==> src/rtl/mac_param.sv <==
// -----------------------------------------------------------------------------
// mac_param
//
// Pipelined multiply-accumulate engine used as the per-neuron dot-product
// unit of the MNIST CNN datapath. A window is opened with `start`. TAPS
// operand pairs are then accepted under a valid/ready handshake. Each pair
// is multiplied into a registered full-width product, and the product is
// added into a wide accumulator on the following edge. The window sum is
// then offered on an output valid/ready handshake.
//
// Parameters
//   WIDTH      operand width of A and B
//   TAPS       operand pairs per window (>= 1)
//   ACC_WIDTH  accumulator / result width (>= 2*WIDTH)
//   SIGNED     1: two's complement operands, 0: unsigned operands
//
// Optional feature (compile-time macro)
//   MAC_SAT_EN defined   : an overflowing addition clamps the accumulator to
//                          the extreme of its range.
//   MAC_SAT_EN undefined : additions wrap modulo 2^ACC_WIDTH.
//   In both builds `ovf` is set and stays set for the rest of the window.
//
// Ports
//   clk          in   rising-edge clock
//   reset        in   asynchronous active-low reset
//   start        in   opens a new window (only looked at in IDLE)
//   in_valid     in   A/B hold a valid pair
//   A, B         in   multiplicand / multiplier
//   in_ready     out  a pair is accepted this cycle (ACCUM only)
//   out_valid    out  result/ovf are valid (OUT only)
//   out_ready    in   downstream takes result
//   result       out  window sum (the accumulator)
//   busy         out  state is not IDLE
//   ovf          out  window overflowed ACC_WIDTH
//   o_dbg_state  out  current FSM state (IDLE=0, ACCUM=1, DRAIN=2, OUT=3)
//
// Handshake semantics: a transfer happens on a rising edge where both valid
// and ready are high. Valid never depends on ready. While out_valid is high,
// result and ovf do not change until the transfer takes place.
// -----------------------------------------------------------------------------
module mac_param #(
    parameter int WIDTH     = 8,
    parameter int TAPS      = 9,
    parameter int ACC_WIDTH = 20,
    parameter int SIGNED    = 1
) (
    input  logic                 clk,
    input  logic                 reset,
    input  logic                 start,
    input  logic                 in_valid,
    input  logic [WIDTH-1:0]     A,
    input  logic [WIDTH-1:0]     B,
    output logic                 in_ready,
    output logic                 out_valid,
    input  logic                 out_ready,
    output logic [ACC_WIDTH-1:0] result,
    output logic                 busy,
    output logic                 ovf,
    output logic [1:0]           o_dbg_state
);

    localparam int PW    = 2 * WIDTH;
    // The counter must be able to hold the value TAPS.
    localparam int CNT_W = (TAPS < 2) ? 1 : $clog2(TAPS + 1);

    typedef enum logic [1:0] {
        S_IDLE  = 2'd0,
        S_ACCUM = 2'd1,
        S_DRAIN = 2'd2,
        S_OUT   = 2'd3
    } state_t;

    state_t               r_state;
    state_t               w_next_state;

    logic [CNT_W-1:0]     r_cnt;
    logic [PW-1:0]        r_prod;
    logic                 r_prod_valid;
    logic [ACC_WIDTH-1:0] r_acc;
    logic                 r_ovf;

    logic                 w_in_ready;
    logic                 w_out_valid;
    logic                 w_accept;
    logic                 w_last_accept;
    logic                 w_open;

    logic [PW-1:0]        w_prod;
    logic [ACC_WIDTH-1:0] w_addend;
    logic [ACC_WIDTH:0]   w_sum;
    logic                 w_add_ovf;
    logic [ACC_WIDTH-1:0] w_clamp;
    logic [ACC_WIDTH-1:0] w_acc_next;

    // ------------------------------------------------------------------
    // FSM
    // ------------------------------------------------------------------
    always_ff @(posedge clk or negedge reset) begin
        if (!reset) begin
            r_state <= S_IDLE;
        end else begin
            r_state <= w_next_state;
        end
    end

    always_comb begin
        w_next_state = r_state;
        w_in_ready   = 1'b0;
        w_out_valid  = 1'b0;
        case (r_state)
            S_IDLE: begin
                if (start) begin
                    w_next_state = S_ACCUM;
                end
            end
            S_ACCUM: begin
                w_in_ready = 1'b1;
                if (w_last_accept) begin
                    w_next_state = S_DRAIN;
                end
            end
            S_DRAIN: begin
                // The last product is still in flight; it lands this edge.
                w_next_state = S_OUT;
            end
            S_OUT: begin
                w_out_valid = 1'b1;
                if (out_ready) begin
                    w_next_state = S_IDLE;
                end
            end
            default: begin
                w_next_state = S_IDLE;
            end
        endcase
    end

    assign w_accept      = in_valid & w_in_ready;
    assign w_last_accept = w_accept && (r_cnt == CNT_W'(TAPS - 1));
    assign w_open        = (r_state == S_IDLE) && start;

    // ------------------------------------------------------------------
    // Multiplier: full 2*WIDTH product, sign handling chosen by SIGNED.
    // Operands are widened before the multiply, so the low PW bits of the
    // product are exact in both modes.
    // ------------------------------------------------------------------
    always_comb begin
        if (SIGNED != 0) begin
            w_prod = PW'($signed(A)) * PW'($signed(B));
        end else begin
            w_prod = PW'(A) * PW'(B);
        end
    end

    // ------------------------------------------------------------------
    // Accumulator adder with overflow detection
    // ------------------------------------------------------------------
    always_comb begin
        if (SIGNED != 0) begin
            w_addend = ACC_WIDTH'($signed(r_prod));
        end else begin
            w_addend = ACC_WIDTH'(r_prod);
        end
    end

    assign w_sum = {1'b0, r_acc} + {1'b0, w_addend};

    always_comb begin
        w_add_ovf = 1'b0;
        w_clamp   = '0;
        if (SIGNED != 0) begin
            // Signed overflow: both operands share a sign that the sum lost.
            w_add_ovf = (r_acc[ACC_WIDTH-1] == w_addend[ACC_WIDTH-1]) &&
                        (w_sum[ACC_WIDTH-1] != r_acc[ACC_WIDTH-1]);
            // The operands' common sign tells which extreme was crossed.
            w_clamp   = r_acc[ACC_WIDTH-1] ? {1'b1, {(ACC_WIDTH-1){1'b0}}}
                                           : {1'b0, {(ACC_WIDTH-1){1'b1}}};
        end else begin
            w_add_ovf = w_sum[ACC_WIDTH];
            w_clamp   = {ACC_WIDTH{1'b1}};
        end
    end

`ifdef MAC_SAT_EN
    assign w_acc_next = w_add_ovf ? w_clamp : w_sum[ACC_WIDTH-1:0];
`else
    assign w_acc_next = w_sum[ACC_WIDTH-1:0];
`endif

    // ------------------------------------------------------------------
    // Datapath registers
    // ------------------------------------------------------------------
    always_ff @(posedge clk or negedge reset) begin
        if (!reset) begin
            r_cnt        <= '0;
            r_prod       <= '0;
            r_prod_valid <= 1'b0;
            r_acc        <= '0;
            r_ovf        <= 1'b0;
        end else if (w_open) begin
            r_cnt        <= '0;
            r_prod       <= '0;
            r_prod_valid <= 1'b0;
            r_acc        <= '0;
            r_ovf        <= 1'b0;
        end else begin
            if (w_accept) begin
                r_prod <= w_prod;
                r_cnt  <= r_cnt + CNT_W'(1);
            end
            // Product-valid follows acceptance by one edge; it is what lets
            // input gaps pass without disturbing the accumulator.
            r_prod_valid <= w_accept;
            if (r_prod_valid) begin
                r_acc <= w_acc_next;
                if (w_add_ovf) begin
                    r_ovf <= 1'b1;
                end
            end
        end
    end

    // ------------------------------------------------------------------
    // Outputs
    // ------------------------------------------------------------------
    assign in_ready    = w_in_ready;
    assign out_valid   = w_out_valid;
    assign result      = r_acc;
    assign ovf         = r_ovf;
    assign busy        = (r_state != S_IDLE);
    assign o_dbg_state = r_state;

endmodule

==> config.mk <==
export PLATFORM = sky130hd
export DESIGN_NAME = mac_param
export DESIGN_NICKNAME = d
export VERILOG_FILES = /design/src/rtl/mac_param.sv
export SDC_FILE = /design/constraint.sdc
export NUM_CORES = 1
export LEC_CHECK = 0
export CAP_MARGIN = 30
export CELL_PAD_IN_SITES_DETAIL_PLACEMENT = 1
export CELL_PAD_IN_SITES_GLOBAL_PLACEMENT = 1
export CORE_AREA = 2 2 136 138
export CTS_BUF_LIST = sky130_fd_sc_hd__clkbuf_8
export CTS_CLUSTER_SIZE = 12
export DETAILED_ROUTE_END_ITERATION = 8
export DIE_AREA = 0 0 138 140
export DONT_BUFFER_PORTS = 1
export PLACE_DENSITY = 0.52
export SYNTH_ARGS = -nofsm -noshare
export SYNTH_HDL_FRONTEND = slang
export SYNTH_SLANG_ARGS = --single-unit
export TNS_END_PERCENT = 30
==> constraint.sdc <==
create_clock -name clk -period 7.2 [get_ports clk]
set_clock_uncertainty 0.05 [all_clocks]
set_input_delay 1.8 -clock clk [delete_from_list [all_inputs] [get_ports clk]]
set_output_delay 1.8 -clock clk [all_outputs]
set_load 0.01 [all_outputs]
==> impl_metrics.csv, run 1 <==
group,metric,value,unit
layout,area_growth,7.58,%
die,core,0.0178,mm²
yosys,synth_top_area_share,21.2,%
die,start_util,29.7,%
sta,finalSetupTns,0,ps
clocking,clock-sinks,44,
sta,tightest_slew,702,ps
sta,fmax,172,MHz
yosys,netlist_instances,593,
worst_hold_path,min_path_type,"flip-flop to flip-flop",
yosys,ys_ff_latch,44,
worst_hold_path,min_path_cells,2,
sta,final_max_slew_viol_count,0,
run,maxCapViolations,0,
layout,num-fill-cells,2128,
yosys,yosysTopAreaCell,"fa_1",
yosys,avgSynthCellArea,8.91,µm²
setup_path,path_delay_family,"adder cells",
clocking,cts-buffers-inserted,5,
sta,setup-violations-final,0,
clocking,cts_resized,0,
die,io_pins,47,
route,wl_met1,6020,µm
setup_path,crit_path_max_incr_delay,540,ps
place,gp_congestion,0.785,
global_route,antenna_found_initial,0,
layout,layout.nets,721,
die,die_h,140,µm
setup_path,cp_cell_sequence,"and2_1, fa_1, inv_1, fa_1, inv_1, fa_1, inv_1, fa_1, inv_1, ha_1, o21ai_0, o21bai_1, a31oi_1, nor2_1, a2111oi_2, a21oi_1, xnor2_1, a21oi_1",
setup_path,startpoint_type,"input pin",
die,die-area,0.0193,mm²
setup_path,arrival,5950,ps
die,rows,49,
global_route,grt_pass1_wl,21200,µm
yosys,synth-edff-count,0,
route,wl_met3,314,µm
sta,max_slew_margin,53.2,%
setup_path,criticalPathCategory,"input pin to flip-flop",
yosys,syn-cell-area,0.00529,mm²
route,via_count,3781,
yosys,synth_nets,725,
global_route,grt.overflow.total,0,
clocking,tritoncts,"yes",
die,fp.dieW,138,µm
route,top_layer_used,"met4",
route,dr_wl_met2,5750,µm
clocking,clock_latency,310,ps
yosys,yosysUniqueCellTypes,47,
sta,rsz0062_at_grt,"no",
setup_path,end_kind,"flip-flop",
power_and_ir_drop,powerDensity,348,mW/mm²
worst_hold_path,min-delay-start,"r_prod[13]$_DFFE_PN0P_",
yosys,post-synth-top-count-cell,"inv_1",
route,drt_iter0_drc,55,
place,place_inst,811,
global_route,grt_pass1_vias,4240,
setup_path,cpMaxStageDelayCell,"fa_1",
route,antenna_left,0,
run_status,status,"finished clean",
layout,drive_above_1_share,2.72,%
setup_path,critPathLaunch,"A[3]",
clocking,holdBufCountCts,0,
layout,instances_no_fill,818,
power_and_ir_drop,ir_drop,153,µV
layout,antenna_cells,0,
yosys,synth_common_cells,"inv_1, fa_1, ha_1, nand2_1, and2_1",
global_route,grt_max_degree,45,
place,dp_hpwl,10200,µm
route,drc,0,
setup_path,ff2ff_path_depth,11,
yosys,ys_seq_area_share,20.8,%
route,wl_per_cell,14.9,µm
route,drt_wl_total,12200,µm
global_route,grt_usage,13.2,%
route,post_drt_via_cell_ratio,4.62,
setup_path,critical_path_buf_inv_count,4,
setup_path,critPathRequiredTime,7320,ps
yosys,yosysWarnings,0,
clocking,clk_pin_slew,90,ps
yosys,synth.area.top_cells,"fa_1, dfrtp_1, ha_1, inv_1, and2_1",
power_and_ir_drop,leakage,0.00281,µW
yosys,async_flop_share,100,%
clocking,post_cts_buffers,0,
clocking,clock-root-buffer,"clkbuf_8",
setup_path,crit_cells,18,
setup_path,critical_path_peak_fanout,8,
sta,fin_crit,5830,ps
route,drt-pass1-iter-count,4,
sta,finalCritPeriodShare,80.9,%
setup_path,worstReg2RegStart,"result[0]$_DFFE_PN0P_",
sta,holdWs,477,ps
clocking,clockBufferDepth,2,
yosys,dominantRegCellSynth,"dfrtp_1",
clocking,cts-htree-levels,2,
sta,hold_viol_final,0,
place,io_buffers,0,
-- power breakdown --
group / total (µW) / switching [µW] / internal, µW
Clock: 229 / 92.0 / 137
Sequential: 450 / 114 / 336
Combinational: 1300 / 728 / 568
Total: 1980 / 934 / 1040
-- placed cells by master, fill, tap and decap left out, drive strengths merged, types with 8 or more instances in the layout --
master / count
a211oi: 9
a21o: 12
a21oi: 37
and2: 47
dfrtp: 44
fa: 56
ha: 55
inv: 102
mux2i: 8
nand2: 49
nand3: 8
nor2: 40
nor2b: 8
o21ai: 19
xnor2: 26
-- worst paths after layout --
path | to | slack (ps)
worst min register to register | r_prod[13]$_DFFE_PN0P_ | 480
worst max register to register | result[18]$_DFFE_PN0P_ | 4460
min in group asynchronous | r_prod[3]$_DFFE_PN0P_ | 1120
max in group asynchronous | result[18]$_DFFE_PN0P_ | 5890
worst max-delay path | r_prod[15]$_DFFE_PN0P_ | 1370
worst min-delay path | r_prod[13]$_DFFE_PN0P_ | 480
-- cell families (layout without fill, tap and decap cells) --
logic type	count (synthesis)	count (layout)	synth area share (%)
AO/OA/AOI/OAI	108	108	13.4
XOR/XNOR	33	33	5.47
adder cells (fa/ha/maj)	111	111	34.2
buffers and inverters	115	111	8.19
flip-flops	44	44	20.8
multiplexers	9	9	1.73
AND/OR/NAND/NOR	173	173	16.1
-- routing by layer --
layer | global-route usage [%] | vias up
met5 | 0 | -
met2 | 22.8 | 39
met4 | 3.38 | 0
met1 | 17.4 | 1834
met3 | 1.95 | 6
li1 | - | 1902
-- area by class of cell --
type                            instances  area (µm²)  area share (%)
Multi-Input combinational cell        434        3750            66.0
Sequential cell                        44        1100            19.4
Inverter                              102         383            6.73
Tap cell                              229         287            5.04
Clock buffer                            5        68.8            1.21
Clock inverter                          2        60.1            1.06
Timing Repair Buffer                    2        35.0           0.616
-- sequential cells by signal, summed over array words and instances (netlist names) --
signal,count
r_cnt,4
result,20
o_dbg_state,2
r_prod,16
ovf,1
r_prod_valid,1
-- worst register-to-register path, stage by stage, from the launching register on --
cell and delay (ps):
dfrtp_1 440, ha_1 220, inv_1 70, fa_1 420, nor2b_1 180, o211ai_1 100
a21boi_1 290, o2111ai_1 240, nand3_1 150, o31ai_1 110, xor2_1 160, a211oi_1 230
-- through the flow --
step | total power (µW) | cell area, µm² | setup WS [ps] | utilization, %
finish | 1980 | 5690 | 1370 | 32.0
global route | 2220 | 5690 | 1140 | 32.0
CTS | 2020 | 5690 | 1350 | 32.0
detailed placement | 1780 | 5560 | 983 | 31.3
global placement | 1730 | 5530 | 1100 | 31.1
floorplan | 1490 | 5290 | 1330 | -
No activity file was read; power rests on OpenSTA's default activity.
==> run 2, diff against run 1 <==
--- a/config.mk
+++ b/config.mk
@@ -14,7 +14,7 @@
 export DETAILED_ROUTE_END_ITERATION = 8
 export DIE_AREA = 0 0 138 140
 export DONT_BUFFER_PORTS = 1
-export PLACE_DENSITY = 0.52
+export PLACE_DENSITY = 0.54
 export SYNTH_ARGS = -nofsm -noshare
 export SYNTH_HDL_FRONTEND = slang
 export SYNTH_SLANG_ARGS = --single-unit
==> constraint.sdc (replaced) <==
create_clock -name clk -period 5 [get_ports clk]
set_clock_uncertainty 0.05 [all_clocks]
set_input_delay 1.25 -clock clk [delete_from_list [all_inputs] [get_ports clk]]
set_output_delay 1.25 -clock clk [all_outputs]
set_load 0.01 [all_outputs]
==> run 2 against run 1 <==
Compared with the run above: hold slack improved by 6.3 ps; sequential power grew 44%; first-iteration DRC count is 3.6% higher; die area is the same; non-clock buffer count up 23; utilization increased by 1.4 points; register-to-register slack worse by 2300 ps; clock-buffer cell count stayed put; clock power about the same; cell count rose by 2.9%; critical path type unchanged; highest routed layer unchanged.
==> impl_metrics.csv, run 2 (synthesis gave the netlist of run 1 again) <==
group,metric,value,unit
setup_path,critPathLaunch,"A[7]",
layout,final_util,33.4,%
sta,finalCritPeriodShare,96.1,%
clocking,tritoncts,"yes",
run,maxCapViolations,0,
layout,largest_reg_flops,20,
clocking,holdBufCountCts,0,
setup_path,rrSetupSlack,2160,ps
setup_path,crit_cells,16,
die,rows,49,
place,place_inst,834,
setup_path,worstReg2RegStart,"result[0]$_DFFE_PN0P_",
global_route,grt_pass1_wl,21500,µm
global_route,grt.overflow.total,0,
die,start_util,29.7,%
clocking,clock-sinks,44,
clocking,clk_pin_slew,90,ps
layout,antenna_cells,0,
global_route,grt_max_degree,45,
layout,instances_no_fill,842,
route,wl_per_cell,14.6,µm
sta,fmax,208,MHz
power_and_ir_drop,powerDensity,528,mW/mm²
route,antenna_left,0,
setup_path,critical_path_peak_fanout,8,
setup_path,critPathRequiredTime,5120,ps
setup_path,crit_path_max_incr_delay,550,ps
power_and_ir_drop,combinationalPowerShare,72.0,%
sta,fin_crit,4810,ps
route,drt_wl_total,12300,µm
setup_path,ff2ff_path_depth,11,
layout,final_common_cell,"inv_1",
sta,tightest_slew,738,ps
clocking,clock-root-buffer,"clkbuf_8",
die,die_h,140,µm
power_and_ir_drop,leakage,0.00291,µW
power_and_ir_drop,intPower,1670,µW
power_and_ir_drop,ir_drop,224,µV
layout,area_growth,12.4,%
sta,holdWs,483,ps
worst_hold_path,min_path_type,"flip-flop to flip-flop",
die,io_pins,47,
route,via_count,3937,
clocking,clock_latency,310,ps
route,drc,0,
sta,setup-violations-final,0,
worst_hold_path,min_path_cells,2,
place,io_buffers,0,
sta,max_slew_margin,50.8,%
run_status,status,"finished clean",
layout,register_area,0.00110,mm²
setup_path,end_kind,"flip-flop",
power_and_ir_drop,p_clk_share,7.3,%
setup_path,startpoint_type,"input pin",
place,dp_hpwl,10500,µm
layout,layout.nets,744,
setup_path,crit_path_end,"r_prod[15]$_DFFE_PN0P_",
power_and_ir_drop,netSwitchingFraction,46.9,%
die,fp.dieW,138,µm
setup_path,critical_path_buf_inv_count,3,
setup_path,cp_common_cell,"fa_1",
setup_path,criticalPathCategory,"input pin to flip-flop",
global_route,antenna_found_initial,0,
route,drt_iter0_drc,57,
sta,final_max_slew_viol_count,0,
die,core,0.0178,mm²
layout,multi_input_area,0.00387,mm²
layout,layout_common_cells,"inv_1, fa_1, ha_1",
die,die-area,0.0193,mm²
setup_path,arrival,4930,ps
sta,hold_viol_final,0,
sta,rsz0062_at_grt,"no",
clocking,cts_resized,0,
clocking,cts-htree-levels,2,
route,drt-pass1-iter-count,4,
route,post_drt_via_cell_ratio,4.68,
setup_path,timing.rr.end,"result[18]$_DFFE_PN0P_",
global_route,grt_usage,13.1,%
global_route,grt_pass1_vias,4372,
setup_path,cp_cell_sequence,"nand2_1, fa_1, inv_1, fa_1, fa_1, inv_1, fa_1, inv_1, ha_4, a21o_1, a31oi_4, nor2_2, a2111oi_4, a21oi_2, xnor2_1, a21oi_1",
place,gp_congestion,0.790,
clocking,cts-buffers-inserted,5,
setup_path,path_delay_family,"adder cells",
clocking,clockBufferDepth,2,
clocking,post_cts_buffers,0,
layout,drive_above_1_share,8.97,%
power_and_ir_drop,switchingPower,1470,µW
layout,num-fill-cells,2113,
power_and_ir_drop,pwr-share-seq,20.7,%
setup_path,cpMaxStageDelayCell,"fa_1",
-- run 2: changes by cell type in the layout (fill, tap and decap cells not counted), sizes merged --
cell,before,now
clkinv,0,1
bufinv,2,0
buf,2,25
inv,102,103
clkinvlp,0,1
-- run 2: routing by layer --
metal	part of all wire, %	track usage [%]
met1	49	17.3
met2	48	23.0
met3	2.3	1.85
met4	0.95	2.90
met5	0	0
-- run 2: layout make-up --
type	count	share of cell area, %
Multi-Input combinational cell	434	65.2
Sequential cell	44	18.5
Inverter	102	6.45
Tap cell	229	4.82
Timing Repair Buffer	25	3.50
Clock buffer	5	1.16
Clock inverter	3	0.337
-- run 2: stage by stage --
stage	setup TNS, ps	power, µW	cell area (µm²)	setup slack (ps)
2_1_floorplan	0	2240	5350	26.2
3_3_place_gp	-619	2790	5770	-165
3_5_place_dp	-811	2880	5800	-240
4_1_cts	0	3130	5890	114
5_1_grt	0	3520	5940	9.85
6_report	0	3140	5940	194
-- run 2: power groups by stage --
stage / Clock [µW] / Combinational (µW) / Sequential [µW]
floorplan: 0 / 1640 / 606
global placement: 0 / 2120 / 670
detailed placement: 0 / 2220 / 662
CTS: 242 / 2230 / 654
global route: 254 / 2590 / 670
finish: 229 / 2260 / 649
-- run 2: worst min-delay path by stage --
| stage | from | endpoint | slack, ps |
|---|---|---|---|
| floorplan | r_prod[13]$_DFFE_PN0P_ | r_prod[13]$_DFFE_PN0P_ | 420 |
| global placement | r_prod[13]$_DFFE_PN0P_ | r_prod[13]$_DFFE_PN0P_ | 450 |
| detailed placement | r_prod[13]$_DFFE_PN0P_ | r_prod[13]$_DFFE_PN0P_ | 470 |
| CTS | r_prod[12]$_DFFE_PN0P_ | r_prod[12]$_DFFE_PN0P_ | 490 |
| global route | r_prod[12]$_DFFE_PN0P_ | r_prod[12]$_DFFE_PN0P_ | 510 |
| finish | r_prod[12]$_DFFE_PN0P_ | r_prod[12]$_DFFE_PN0P_ | 480 |
-- run 2: tightest hold or removal path: cells and delay by family (launching register included) --
kind             cells  cell delay [ps]
AO/OA/AOI/OAI        1               50
flip-flops           1              390
AND/OR/NAND/NOR      1               60
==> patch 1, RTL diff (config.mk and constraints of run 2) <==
One comparison of `r_cnt` changes from == to >=.
--- a/src/rtl/mac_param.sv
+++ b/src/rtl/mac_param.sv
@@ -137,5 +137,5 @@
 
     assign w_accept      = in_valid & w_in_ready;
-    assign w_last_accept = w_accept && (r_cnt == CNT_W'(TAPS - 1));
+    assign w_last_accept = w_accept && (r_cnt >= CNT_W'(TAPS - 1));
     assign w_open        = (r_state == S_IDLE) && start;
 
Function: same outputs for any inputs over 10 cycles, from zero or initial values and one cycle with reset low; that may be too few to reach the edited logic, so the function may still have changed.
==> patch 1 against run 2 <==
Setup slack got worse by 0.0041 ns. Sequential cell count did not move. Register-to-register slack improved by 0.20 ns. Power rose by 2.6%. Worst hold slack improved by 0.0089 ns. Clock power rose by 69%. Count of clock-buffer cells in the layout did not move. Routed wire length rose by 7.3%. Area after synthesis rose by 2.5%. Cell count rose by 2.6%. Design area rose by 1.6%. Fmax barely moved. Synthesized cell count rose by 4.2%.
==> patch 1: results <==
metrics = {
    "run_status": {
        "status": "finished, final reports clean",
    },
    "cells_and_area": {
        "drive_gt1_share_pct": 9.449,
        "clkCellAreaFrac_pct": 2.633,
        "multi_input_gates": 457,
        "multi_input_area_share_pct": 65.11,
        "n_all_inverters": 103,
        "flops_and_latches": 44,
        "buffers": 23,
        "final-nonclk-buf-share_pct": 2.861,
        "n_fill_cell": 2127,
    },
    "yosys": {
        "synthesis.nets": 750,
        "ys_types": 61,
        "syn_inst": 618,
        "ys_top_cells_by_count": "inv_1 (101), nand2_1 (60), fa_1 (56)",
        "netlist_top_cells_area": "fa_1 (21%), dfrtp_1 (20%), ha_1 (13%)",
    },
    "placed_design": {
        "dpl.hpwl_um": 10890,
        "place_ws_ns": -0.1877,
        "place_congestion": 0.7739,
    },
    "detailed_routing": {
        "avgViaCountPerCell": 4.741,
        "m1WireLength_um": 6333,
        "wl_met2_um": 6373,
        "routed_wl_um": 13210,
        "drtIter0Drc": 70,
        "routed-wl-met3_um": 336,
    },
    "hold_path": {
        "whs_endpoint": "r_prod[5]$_DFFE_PN0P_",
        "holdCritStartpoint": "r_prod[5]$_DFFE_PN0P_",
    },
    "sta": {
        "worst_pin_slew_ns": 0.7784,
    },
    "critical_path": {
        "cp.arrival_ns": 4.92,
        "rrSetupSlack_ns": 2.36,
        "crit-reg2reg-capture": "result[16]$_DFFE_PN0P_",
    },
    "global_route": {
        "grt_first_pass_wirelength_um": 22780,
        "grt_usage_pct": 14.12,
        "use_met2_pct": 24.99,
        "gr-usage-met3_pct": 1.880,
    },
    "pwr": {
        "ir_drop_mv": 0.2212,
    },
}
[patch 1: changes by cell type after synthesis, sizes merged, moves of 3 or more]
| cell | run 2 | this run |
|---|---|---|
| o21ai | 19 | 27 |
| a211oi | 9 | 12 |
| xnor2 | 26 | 19 |
| a31oi | 4 | 0 |
| a21oi | 37 | 42 |
| o21a | 5 | 8 |
| clkbuf | 9 | 12 |
| nand2 | 49 | 60 |
| a21o | 12 | 9 |
[patch 1: logic make-up after synthesis]
family                   synth area share, %
adder cells (fa/ha/maj)                33.40
buffers and inverters                  8.129
XOR/XNOR                               4.042
multiplexers                           1.709
AND/OR/NAND/NOR                        17.28
flip-flops                             20.32
AO/OA/AOI/OAI                          15.13
[patch 1: per-stage QoR]
step / cell area (um2) / total power, uW / setup TNS, ns / utilization, %
floorplan: 5456 / 2221 / -0.004604 / -
global placement: 5862 / 2786 / -0.5670 / 32.97
detailed placement: 5862 / 2857 / -0.8012 / 32.97
CTS: 6021 / 3269 / 0 / 33.86
global route: 6036 / 3599 / 0 / 33.95
finish: 6036 / 3220 / 0 / 33.95
[patch 1: worst max-delay path by stage]
stage | depth (start not counted) | end | slack [ns] | from
finish | 17 | r_prod[15]$_DFFE_PN0P_ | 0.19 | A[5]
global route | 17 | r_prod[15]$_DFFE_PN0P_ | 0.0003 | A[5]
CTS | 17 | r_prod[14]$_DFFE_PN0P_ | 0.13 | A[5]
detailed placement | 17 | r_prod[15]$_DFFE_PN0P_ | -0.19 | A[5]
global placement | 17 | r_prod[15]$_DFFE_PN0P_ | -0.15 | A[5]
floorplan | 17 | r_prod[15]$_DFFE_PN0P_ | -0.005 | A[5]
[patch 1: power breakdown]
| group | switching, uW | internal, uW |
|---|---|---|
| clock network | 137 | 250 |
| logic | 1200 | 976 |
| registers | 170 | 491 |
==> patch 2, RTL diff (config.mk and constraints of run 2) <==
Made on the original files. The parameter `ACC_WIDTH` goes from 20 to 28.
--- a/src/rtl/mac_param.sv
+++ b/src/rtl/mac_param.sv
@@ -42,5 +42,5 @@
     parameter int WIDTH     = 8,
     parameter int TAPS      = 9,
-    parameter int ACC_WIDTH = 20,
+    parameter int ACC_WIDTH = 28,
     parameter int SIGNED    = 1
 ) (
Ports: changed (resized result); port bits go from 47 to 55. The function was not compared with the original's and may differ.
==> patch 2 against run 2 <==
Sequential cell count rose by 8. Area after synthesis up 14%. First-iteration DRC count grew 77%. Setup slack better by 0.060 ns. Sequential power increased by 24%. Clock power grew 41%. Critical endpoint is now r_prod[14]$_DFFE_PN0P_. Critical path type unchanged. Routed wire length is 21% higher. Power increased by 8.8%. Design area up 11%. Via count increased by 19%.
==> patch 2: results <==
metrics = {
    "sta": {
        "setup_viol": 0,
        "finalSetupTns_ns": 0,
        "slew_headroom_pct": 37.72,
    },
    "hold_path": {
        "worstHoldPathType": "flip-flop to flip-flop",
        "holdCritStartpoint": "r_prod[13]$_DFFE_PN0P_",
    },
    "global_route": {
        "antenna_found_initial": 0,
        "grt_max_degree": 53,
        "grt_usage_pct": 16.01,
        "grt_pass1_vias": 5259,
        "grt_first_pass_wirelength_um": 25880,
    },
    "clocking": {
        "worstSkewPairLatency_ns": 0.33,
        "post-cts-setup-buffer-count": 0,
        "cts.reportedPaths.clkPinSlew_ns": 0.11,
        "cts_max_level": 2,
        "cts.path.max_buffers": 2,
        "numCtsBuffers": 5,
        "cts_root_buf": "clkbuf_8",
    },
    "yosys": {
        "yosysSeqAreaShare_pct": 21.58,
        "netlist_top_cells_area": "dfrtp_1 (22%), fa_1 (19%), ha_1 (13%)",
        "synthesis.nets": 827,
        "ys_top_cells_by_count": "inv_1 (105), ha_1 (63), nand2_1 (63)",
        "synth_warnings": 0,
        "async_reset_ff_share_pct": 100.0,
        "ys.flop_type": "dfrtp_1",
        "ys_types": 54,
        "avgSynthCellArea_um2": 8.777,
    },
    "placed_design": {
        "dpl_cell_area_um2": 6452,
        "port_buffers": 0,
        "dpl.hpwl_um": 12210,
        "place_ws_ns": -0.1236,
        "place_congestion": 0.7961,
        "place_inst": 924,
    },
    "critical_path": {
        "cpPeakStageDelay_ns": 0.54,
        "crit_family": "adder cells",
        "worst-path-max-fanout": 8,
        "cp.arrival_ns": 4.91,
        "worst_setup_path_startpoint": "A[0]",
        "r2r_start": "r_prod[15]$_DFFE_PN0P_",
        "crit_slowest_cell": "fa_1",
    },
    "run_status": {
        "status": "finished, final reports clean",
    },
    "detailed_routing": {
        "drtPass1Iterations": 4,
        "num_vias": 4687,
        "routed_wl_um": 14950,
        "drtIter0Drc": 101,
    },
    "cells_and_area": {
        "diodes": 0,
        "fin_nets": 842,
        "instances_no_fill": 932,
        "largest_register_ffs": 28,
        "drive_gt1_share_pct": 6.401,
        "n_fill_cell": 2134,
    },
    "pwr": {
        "power.leakage_uw": 0.003268,
        "switching_power_uw": 1652,
        "ir_drop_mv": 0.1557,
    },
}
==> patch 2: cells by family after synthesis <==
logic type	after synthesis	synth area share (%)
simple gates	216	18.28
compound gates	135	14.09
buf+inv	120	7.471
fa+ha+maj	119	31.67
flops	52	21.58
xor+xnor	28	4.067
mux	17	2.843
==> patch 2: what timing repair did <==
action	in CTS	in global routing
gates resized for setup	0	1
hold buffers	0	0
setup endpoints to repair	0	1
==> patch 2: worst register-to-register path, stage by stage (launching register included) <==
cell and delay, ns:
dfrtp_1 0.76, ha_1 0.43, a21o_1 0.21, a21o_1 0.20
a31o_2 0.25, a2bb2oi_1 0.20, o21ai_1 0.15, o221ai_2 0.29
mux2i_1 0.26, mux2i_1 0.20
==> patch 2: per-stage QoR <==
stage	utilization [%]	total power, uW
finish	36.96	3415
global route	36.96	3818
global placement	36.29	3057
CTS	36.96	3480
detailed placement	36.29	3142
floorplan	-	2447
==> patch 2: final timing paths <==
kind	to	slack (ns)	depth (start not counted)
max in group asynchronous	o_dbg_state[1]$_DFFE_PN0P_	4.25	0
worst min register to register	r_prod[13]$_DFFE_PN0P_	0.49	2
min in group asynchronous	result[13]$_DFFE_PN0P_	0.55	0
worst min-delay path	r_prod[13]$_DFFE_PN0P_	0.49	2
worst max register to register	result[27]$_DFFE_PN0P_	1.94	9
worst max-delay path	r_prod[14]$_DFFE_PN0P_	0.25	16
==> patch 2: power groups by stage <==
stage | clock network, uW | logic [uW] | registers, uW
global route | 354 | 2630 | 836
global placement | 0 | 2240 | 815
finish | 324 | 2290 | 805
CTS | 336 | 2330 | 813
detailed placement | 0 | 2320 | 823
floorplan | 0 | 1700 | 746
==> patch 2: area by class of cell <==
| cell class | count | share of cell area (%) |
|---|---|---|
| Clock buffer | 5 | 1.047 |
| Clock inverter | 3 | 0.7616 |
| Inverter | 105 | 5.998 |
| Multi-Input combinational cell | 515 | 65.40 |
| Sequential cell | 52 | 19.80 |
| Tap cell | 229 | 4.360 |
| Timing Repair Buffer | 23 | 2.628 |
==> patch 2: layer usage <==
metal	vias to the layer above	routed length (um)	share of wire [%]	global-route usage (%)
met5	-	0	0	0
met4	0	128	0.86	3.061
met3	5	399	2.7	2.051
met2	49	7428	50	29.62
met1	2336	6991	47	20.12
li1	2297	-	-	-
